### src/rtl/dht11_frame_receiver.sv
// DHT11 frame receiver: decodes the sensor response and the 40-bit frame,
// then publishes the checksum-verified bytes. Runs at 1 clk = 1 us.
//
// state     | meaning
// ----------+------------------------------------------------------------
// IDLE      | line ignored, waiting for the start-stage arm pulse
// WAIT_LOW  | line released, waiting for the sensor to pull it low (ack)
// RESP_LOW  | sensor response low phase (~80 us)
// RESP_HIGH | sensor response high phase (~80 us)
// BIT_LOW   | low preamble of a data bit (~50 us)
// BIT_HIGH  | high phase of a data bit; its width encodes the bit value
// CHECK     | one cycle: verify checksum, publish or flag the frame
module dht11_frame_receiver #(
  parameter int BIT_THRESH = 48,
  parameter int TIMEOUT    = 200,
  parameter int CNT_W      = 8
) (
  input  logic       clk,
  input  logic       rst,
  input  logic       start,
  input  logic       dht_in,
  output logic       busy,
  output logic [7:0] hum_int,
  output logic [7:0] hum_dec,
  output logic [7:0] temp_int,
  output logic [7:0] temp_dec,
  output logic       data_valid,
  output logic       checksum_err,
  output logic       timeout_err
);

  typedef enum logic [2:0] {
    IDLE      = 3'd0,
    WAIT_LOW  = 3'd1,
    RESP_LOW  = 3'd2,
    RESP_HIGH = 3'd3,
    BIT_LOW   = 3'd4,
    BIT_HIGH  = 3'd5,
    CHECK     = 3'd6
  } state_t;

  localparam logic [CNT_W-1:0] TIMEOUT_C = CNT_W'(TIMEOUT);
  localparam logic [CNT_W:0]   THRESH_C  = (CNT_W+1)'(BIT_THRESH);

  state_t           state;
  state_t           state_next;
  logic [CNT_W-1:0] cnt;
  logic [39:0]      sr;
  logic [5:0]       bit_idx;
  logic             dht_s1;
  logic             dht_s2;
  logic             dht_prev;

  logic             rise;
  logic             fall;
  logic             timed_out;
  logic [CNT_W:0]   high_width;
  logic             bit_val;
  logic [7:0]       sum;

  logic             do_shift;
  logic             do_load;
  logic             do_cerr;
  logic             do_tout;
  logic             bit_clr;
  logic             bit_inc;

  assign rise = dht_s2 & ~dht_prev;
  assign fall = ~dht_s2 & dht_prev;

  assign timed_out = (state != IDLE) && (state != CHECK) && (cnt == TIMEOUT_C);

  // The cycle in which the rise is detected was already high but is not
  // counted (cnt clears on the transition), so add it back for the width.
  assign high_width = {1'b0, cnt} + 1'b1;
  assign bit_val    = (high_width > THRESH_C);

  assign sum = sr[39:32] + sr[31:24] + sr[23:16] + sr[15:8];

  assign busy = (state != IDLE);

  always_comb begin
    state_next = state;
    do_shift   = 1'b0;
    do_load    = 1'b0;
    do_cerr    = 1'b0;
    do_tout    = 1'b0;
    bit_clr    = 1'b0;
    bit_inc    = 1'b0;
    if (timed_out) begin
      state_next = IDLE;
      do_tout    = 1'b1;
    end else begin
      case (state)
        IDLE: begin
          if (start) state_next = WAIT_LOW;
        end
        WAIT_LOW: begin
          if (fall) state_next = RESP_LOW;
        end
        RESP_LOW: begin
          if (rise) state_next = RESP_HIGH;
        end
        RESP_HIGH: begin
          if (fall) begin
            state_next = BIT_LOW;
            bit_clr    = 1'b1;
          end
        end
        BIT_LOW: begin
          if (rise) state_next = BIT_HIGH;
        end
        BIT_HIGH: begin
          if (fall) begin
            do_shift = 1'b1;
            if (bit_idx == 6'd39) begin
              state_next = CHECK;
            end else begin
              state_next = BIT_LOW;
              bit_inc    = 1'b1;
            end
          end
        end
        CHECK: begin
          state_next = IDLE;
          if (sum == sr[7:0]) do_load = 1'b1;
          else                do_cerr = 1'b1;
        end
        default: state_next = IDLE;
      endcase
    end
  end

  always_ff @(posedge clk) begin
    if (!rst) begin
      state <= IDLE;
      cnt   <= '0;
    end else begin
      state <= state_next;
      if (state_next != state) cnt <= '0;
      else if (cnt != '1)      cnt <= cnt + 1'b1;
    end
  end

  // Synchronizer resets to the idle-high line level so no edge appears after reset.
  always_ff @(posedge clk) begin
    if (!rst) begin
      dht_s1   <= 1'b1;
      dht_s2   <= 1'b1;
      dht_prev <= 1'b1;
    end else begin
      dht_s1   <= dht_in;
      dht_s2   <= dht_s1;
      dht_prev <= dht_s2;
    end
  end

  always_ff @(posedge clk) begin
    if (!rst) begin
      sr      <= '0;
      bit_idx <= '0;
    end else begin
      if (do_shift) sr <= {sr[38:0], bit_val};
      if (bit_clr)      bit_idx <= '0;
      else if (bit_inc) bit_idx <= bit_idx + 1'b1;
    end
  end

  always_ff @(posedge clk) begin
    if (!rst) begin
      hum_int      <= '0;
      hum_dec      <= '0;
      temp_int     <= '0;
      temp_dec     <= '0;
      data_valid   <= 1'b0;
      checksum_err <= 1'b0;
      timeout_err  <= 1'b0;
    end else begin
      data_valid   <= do_load;
      checksum_err <= do_cerr;
      timeout_err  <= do_tout;
      if (do_load) begin
        hum_int  <= sr[39:32];
        hum_dec  <= sr[31:24];
        temp_int <= sr[23:16];
        temp_dec <= sr[15:8];
      end
    end
  end

endmodule
### config.mk
export PLATFORM = sky130hd
export DESIGN_NAME = dht11_frame_receiver
export DESIGN_NICKNAME = d
export VERILOG_FILES = /design/src/rtl/dht11_frame_receiver.sv
export SDC_FILE = /design/constraint.sdc
export NUM_CORES = 1
export LEC_CHECK = 0
export CORE_UTILIZATION = 60
export DETAILED_ROUTE_END_ITERATION = 10
export PLACE_DENSITY = 0.87
export SLEW_MARGIN = 0
export SYNTH_ARGS = -nofsm -noshare
export SYNTH_HDL_FRONTEND = slang
export SYNTH_SLANG_ARGS = --single-unit
### constraint.sdc
create_clock -name clk -period 6.6 [get_ports clk]
set_clock_uncertainty 0.05 [all_clocks]
set_input_delay 0.99 -clock clk [delete_from_list [all_inputs] [get_ports clk]]
set_output_delay 0.99 -clock clk [all_outputs]
set_load 0.1 [all_outputs]
==> impl_results.md, run 1 <==
* Sequential-to-total area share from yosys stat at around two fifths
* Routed len/inst at between 10 and 15 um
* Post-route ant nets at 0
* Gr ovfl total at 0
* Syn Inst Count at 524
* Static leakage at around 1.8 nW
* Hpwl dp at around 6.2 mm
* CP required at ~6.8 ns
* Die Span Y at just under 90 um
* Met3 Use GR at 4.71%
* Vias in the first global route at ~3,200
* Commonest non-fill, non-tap cell in the layout: nand2_1
* Area Overhead vs Synth at 13.6%
* FF-to-FF End: temp_int[4]
* RR Startpoint: sr[9]
* Die Width at 89.5 um
* Worst setup SP type: register
* Crit-path max FO at 21
* Post-Syn Area per Cell at between 8 and 9 sq um
* Setup TNS Final at 0 ns
* Core area at ~7300 sq um
* Unrepaired setup endpoints after global routing: false
* Hold path endpoint: dht_s2
* Share of cells above drive strength 1 at under 10%
* Sum of buffers and inverters on the critical path at 3
* Met1 Resource Use GR at approximately a third
* Setup slack, reg-to-reg at about 2.2 ns
* IO Port Bufs at 39
* Crit path launch: sr[9]
* Cts bufs inserted at 9
* Psw at around 0.00023 W
* Initial DRC count at 147
* Distinct cells, synth at 39
* Asr flop ratio synth at 0%
* # hold bufs at CTS at 0
* Sw Share at between 20% and 30%
* Pwr/cell area at 198 nW/um^2
* CTS H-tree lvls at 3
* Syn_nets at approximately 550
* Ports at 40
* CTS tree: yes
* Via count at around 3,500
* Top_reg_cell synth: dfxtp_1
* Routability cong. at just over 0.8
* Worst Path Arrival at between 4 and 5 ns
* Clock Latency Late Sink at around 0.36 ns
* Relative slew slack at 33.3%
* Num rows at 31
* Full die area at approximately 8000 sq um
* Pin count of the biggest net entering global routing at ~110
* Final setup viols at 0
* Initial antenna violation count at 0
* Hold crit path type: reg -> reg
* Grt met2 use at ~43%
* Setup Crit Path Kind: reg -> reg
* Clock transition at the registers of the reported paths at approximately 0.090 ns
* Post-CTS Setup Inserts at 0
* Vias/cell at around 5.4
* Pint at around 0.00080 W
* Post-synthesis instance area at around 4600 sq um
* Crit-path slowest cell: nor4b_4
* EDFF count, synth at 0
* First-pass GRT wire length at ~15 mm
* First-pass detailed-route iteration total at 4
* Combinational power share at between 3 and 4%
* Worst setup EP type: register
* Total Nets Final at 577
* Max cap viols at 0
* Sequential power share at a little under three fifths
* Final period util at around two thirds
* Max Transition Viols Final at 0
* Starting Density at ~63%
* Commonest non-fill, non-tap cells in the layout: 156 x nand2_1, 95 x dfxtp_1, 39 x a21boi_0
* Tmin final at 4.40 ns
* Clock sinks at between 90 and 100
* DRC violations left at 0
* Reg2Reg Depth at 13
* Power consumption at 0.00103 W
* VDD IR-drop max at 0.147 mV
* Routed wire length at approximately 9.1 mm
* Actual slew at the worst max-slew pin at approximately 1 ns
* Total GRT Usage at 24.7%
* Post_cts resized at 0
* Hold-critical path depth at 1
* Clock power share at roughly two fifths
* Fmax at 227 MHz
* Antenna diode count at 0
* Crit-path cells: fa_1 -> inv_1 -> fa_1 -> inv_1 -> ha_1 -> fa_1 -> nand3_1 -> nand2_1 -> a31oi_1 -> xnor2_1 -> nor4b_4 -> buf_4 -> mux2i_1
* Clk buf depth at 2
* Slowest stage delay, CP at between 0.8 and 0.9 ns
* Most used cell, CP: fa_1
* Status: finished, final reports clean
* YS warnings at 0
* Grt peak-use layer: met2
* Seq cells post-synth at 95
* Hold Fails Final Rpt at 0
* Root Driver: clkbuf_8
* Min-delay src: dht_s1
* CP top delay family: adder cells
==> cells in the mapped netlist (all sizes together) (5+ instances only) <==
cell,instances,area (sq um)
ha,11,138
xor2,14,123
fa,14,280
buf,5,42.5
a21boi,39,293
mux2i,33,330
nor2,24,90.1
nand2,156,586
nand3,8,40.0
dfxtp,95,1900
xnor2,14,123
nor3,6,30.0
inv,16,60.1
clkbuf,25,93.8
nand4,5,31.3
a21oi,14,70.1
o21ai,7,35.0
==> routing by layer <==
layer / vias to the layer above / wire, um
met2: 64 / 4690
li1: 1766 / -
met1: 1669 / 4030
met5: - / 0
met4: 0 / 111
met3: 10 / 290
==> power by group through the flow <==
stage,clock (W),sequential (W),combinational [W]
after global routing,0.000448,0.000581,0.0000390
final,0.000415,0.000580,0.0000357
after floorplan,0,0.000591,0.0000302
after global placement,0,0.000593,0.0000350
after detailed placement,0,0.000593,0.0000360
after CTS,0.000423,0.000580,0.0000360
==> worst register-to-register path: cells and delay by family (launching register included) <==
family,cells,cell delay (ns)
flops,1,0.36
xor+xnor,1,0.17
simple gates,3,1.05
compound gates,1,0.20
mux,1,0.26
buf+inv,3,0.58
fa+ha+maj,4,1.66
==> registers in the layout (all words and copies together), names as in the netlist, 3 cells and up <==
signal / cells
bit_idx: 6
cnt: 8
hum_dec: 8
hum_int: 8
sr: 40
state: 3
temp_dec: 8
temp_int: 8
==> cell type report <==
type / instances / area (sq um)
Clock buffer: 9 / 124
Clock inverter: 7 / 96.3
Fill cell: 544 / 2120
Inverter: 16 / 60.1
Multi-Input combinational cell: 383 / 2490
Sequential cell: 95 / 1900
Tap cell: 99 / 124
Timing Repair Buffer: 43 / 415
==> how the worst max path moves through the flow <==
stage,end,slack [ns],cells past startpoint
floorplan,hum_dec[0],3.13,13
global placement,temp_int[0],2.36,13
detailed placement,temp_int[4],2.21,13
CTS,hum_dec[6],2.17,12
global route,temp_int[4],1.86,13
finish,temp_int[4],2.20,13
==> cells by family (layout without fill, tap and decap cells) <==
| logic type | count (synthesis) | count (layout) | share of synthesized area (%) |
|---|---|---|---|
| compound gates | 76 | 76 | 11.7 |
| xor+xnor | 28 | 28 | 5.34 |
| fa+ha+maj | 26 | 26 | 9.32 |
| buf+inv | 46 | 75 | 4.28 |
| flops | 95 | 95 | 41.4 |
| mux | 33 | 33 | 7.19 |
| simple gates | 220 | 220 | 20.7 |
==> through the flow <==
step,cells,setup WS (ns),utilization (%),instance area (sq um),hold slack [ns]
floorplan,524,3.13,-,4590,0.336
detailed placement,636,2.21,68.1,4990,0.349
finish,652,2.20,71.1,5220,0.362
CTS,652,2.17,71.1,5220,0.370
global route,652,1.86,71.1,5220,0.392
global placement,636,2.36,68.1,4990,0.339
No activity file was read; power rests on OpenSTA's default activity.
==> run 2, diff against run 1 <==
--- a/config.mk
+++ b/config.mk
@@ -5,9 +5,9 @@
 export SDC_FILE = /design/constraint.sdc
 export NUM_CORES = 1
 export LEC_CHECK = 0
-export CORE_UTILIZATION = 60
+export CORE_UTILIZATION = 52
 export DETAILED_ROUTE_END_ITERATION = 10
-export PLACE_DENSITY = 0.87
+export PLACE_DENSITY = 0.81
 export SLEW_MARGIN = 0
 export SYNTH_ARGS = -nofsm -noshare
 export SYNTH_HDL_FRONTEND = slang
==> constraint.sdc (replaced) <==
create_clock -name clk -period 3.8 [get_ports clk]
set_clock_uncertainty 0.05 [all_clocks]
set_input_delay 0.57 -clock clk [delete_from_list [all_inputs] [get_ports clk]]
set_output_delay 0.57 -clock clk [all_outputs]
set_load 0.1 [all_outputs]
==> impl_results.md, run 2 (synthesized netlist as in run 1, its figures left out) <==
* Num rows at 33
* Worst Path Arrival at between 4 and 5 ns
* CP required at just over 4 ns
* DRC violations left at 0
* Full die area at around 9200 sq um
* Hpwl dp at roughly 6.3 mm
* Max reg flops at 40
* Vias/cell at approximately 5.3
* Initial DRC count at 195
* Final setup viols at 0
* Antenna diode count at 0
* Most used cell, CP: fa_1
* Slowest stage delay, CP at roughly 0.57 ns
* Total Nets Final at about 580
* Setup TNS Final at 0 ns
* IO Port Bufs at 39
* Clock sinks at 95
* Worst setup SP type: register
* Fmax at between 200 and 300 MHz
* Share of cells above drive strength 1 at between 6 and 7%
* Static leakage at approximately 1.9 nW
* Cts bufs inserted at 9
* # hold bufs at CTS at 0
* Hold crit path type: reg -> reg
* Ports at 40
* Setup Crit Path Kind: reg -> reg
* Commonest non-fill, non-tap cells in the layout: 156 x nand2_1, 94 x dfxtp_1, 39 x a21boi_0
* Relative slew slack at between 30% and 40%
* Placed cell count at around 650
* Actual slew at the worst max-slew pin at between 0.9 and 1 ns
* Gr ovfl total at 0
* Crit-path slowest cell: fa_1
* Root Driver: clkbuf_8
* Pwr/cell area at 340 nW/um^2
* Unrepaired setup endpoints after global routing: true
* CTS tree: yes
* Post-route ant nets at 0
* Area Overhead vs Synth at 15.7%
* Clock transition at the registers of the reported paths at ~0.10 ns
* Routed wire length at ~9.5 mm
* Tmin final at 3.78 ns
* VDD IR-drop max at around 0.22 mV
* Pin count of the biggest net entering global routing at 61
* Core area at about 8400 sq um
* Biggest register: sr
* Clk buf depth at 2
* Worst setup EP type: register
* Hold Fails Final Rpt at 0
* Routability cong. at between 0.8 and 0.9
* Crit-path cells: fa_1 -> inv_1 -> fa_1 -> inv_1 -> ha_1 -> fa_1 -> xor2_1 -> nor3_1 -> nand4_1 -> nor4b_4 -> buf_6 -> buf_4 -> mux2i_1
* First-pass GRT wire length at approximately 15 mm
* Die Width at 96.0 um
* Starting Density at a little over half
* Final period util at 99.4%
* Routed len/inst at 14.2 um
* Commonest non-fill, non-tap cell in the layout: nand2_1
* Die Span Y at 96.0 um
* First-pass detailed-route iteration total at 4
* CTS H-tree lvls at 3
* Number of standard cells in the final layout excluding fillers at 664
* Total GRT Usage at between 20 and 25%
* Initial antenna violation count at 0
* Crit-path max FO at 7
* Max cap viols at 0
* Vias in the first global route at approximately 3,300
* Max Transition Viols Final at 0
* Clock Latency Late Sink at 0.36 ns
* Status: finished, final reports clean
* Via count at roughly 3,500
==> run 2: report_power, final <==
group          internal (W)  switching [W]
registers          0.000999     0.00000841
logic             0.0000240      0.0000389
clock network      0.000376       0.000362
total               0.00140       0.000410
==> run 2: worst paths after layout <==
path / startpoint / slack, ns / depth (start not counted) / end
setup / recovery: sr[9] / 0.02 / 13 / temp_dec[2]
hold / removal: dht_s1 / 0.37 / 1 / dht_s2
setup reg to reg: sr[9] / 0.02 / 13 / temp_dec[2]
hold reg to reg: dht_s1 / 0.37 / 1 / dht_s2
==> run 2: worst max-delay path, delay by kind of cell (launching register included) <==
| kind | cells | cell delay (ns) |
|---|---|---|
| adder cells (fa/ha/maj) | 4 | 1.74 |
| AND/OR/NAND/NOR | 3 | 0.70 |
| buffers and inverters | 4 | 0.47 |
| flip-flops | 1 | 0.36 |
| multiplexers | 1 | 0.22 |
| XOR/XNOR | 1 | 0.17 |
==> run 2: cell type report <==
| cell class | count | area, sq um |
|---|---|---|
| Clock buffer | 10 | 128 |
| Clock inverter | 6 | 92.6 |
| Fill cell | 668 | 3070 |
| Inverter | 16 | 60.1 |
| Multi-Input combinational cell | 383 | 2520 |
| Sequential cell | 95 | 1900 |
| Tap cell | 105 | 131 |
| Timing Repair Buffer | 49 | 479 |
==> run 2: metal layers <==
metal,vias up,track usage [%],routed length [um],part of all wire (%)
met4,0,8.46,161,1.7
met3,14,3.79,355,3.8
met5,-,0,0,0
li1,1779,-,-,-
met1,1680,26.5,4400,47
met2,73,34.6,4530,48
==> run 2: per-stage QoR <==
step	util [%]	power, W	worst slack [ns]	hold WS, ns	instance area [sq um]
after floorplan	-	0.00108	0.326	0.336	4590
after global placement	59.9	0.00109	0.273	0.341	5020
after detailed placement	59.9	0.00109	0.0869	0.349	5020
after CTS	62.6	0.00182	0.0793	0.376	5250
after global routing	63.4	0.00187	-0.147	0.407	5310
final	63.4	0.00181	0.0243	0.374	5310
==> run 2: timing repair <==
item,CTS,global route
buffers inserted,0,1
setup endpoints to repair,0,32
gates resized for setup,0,15
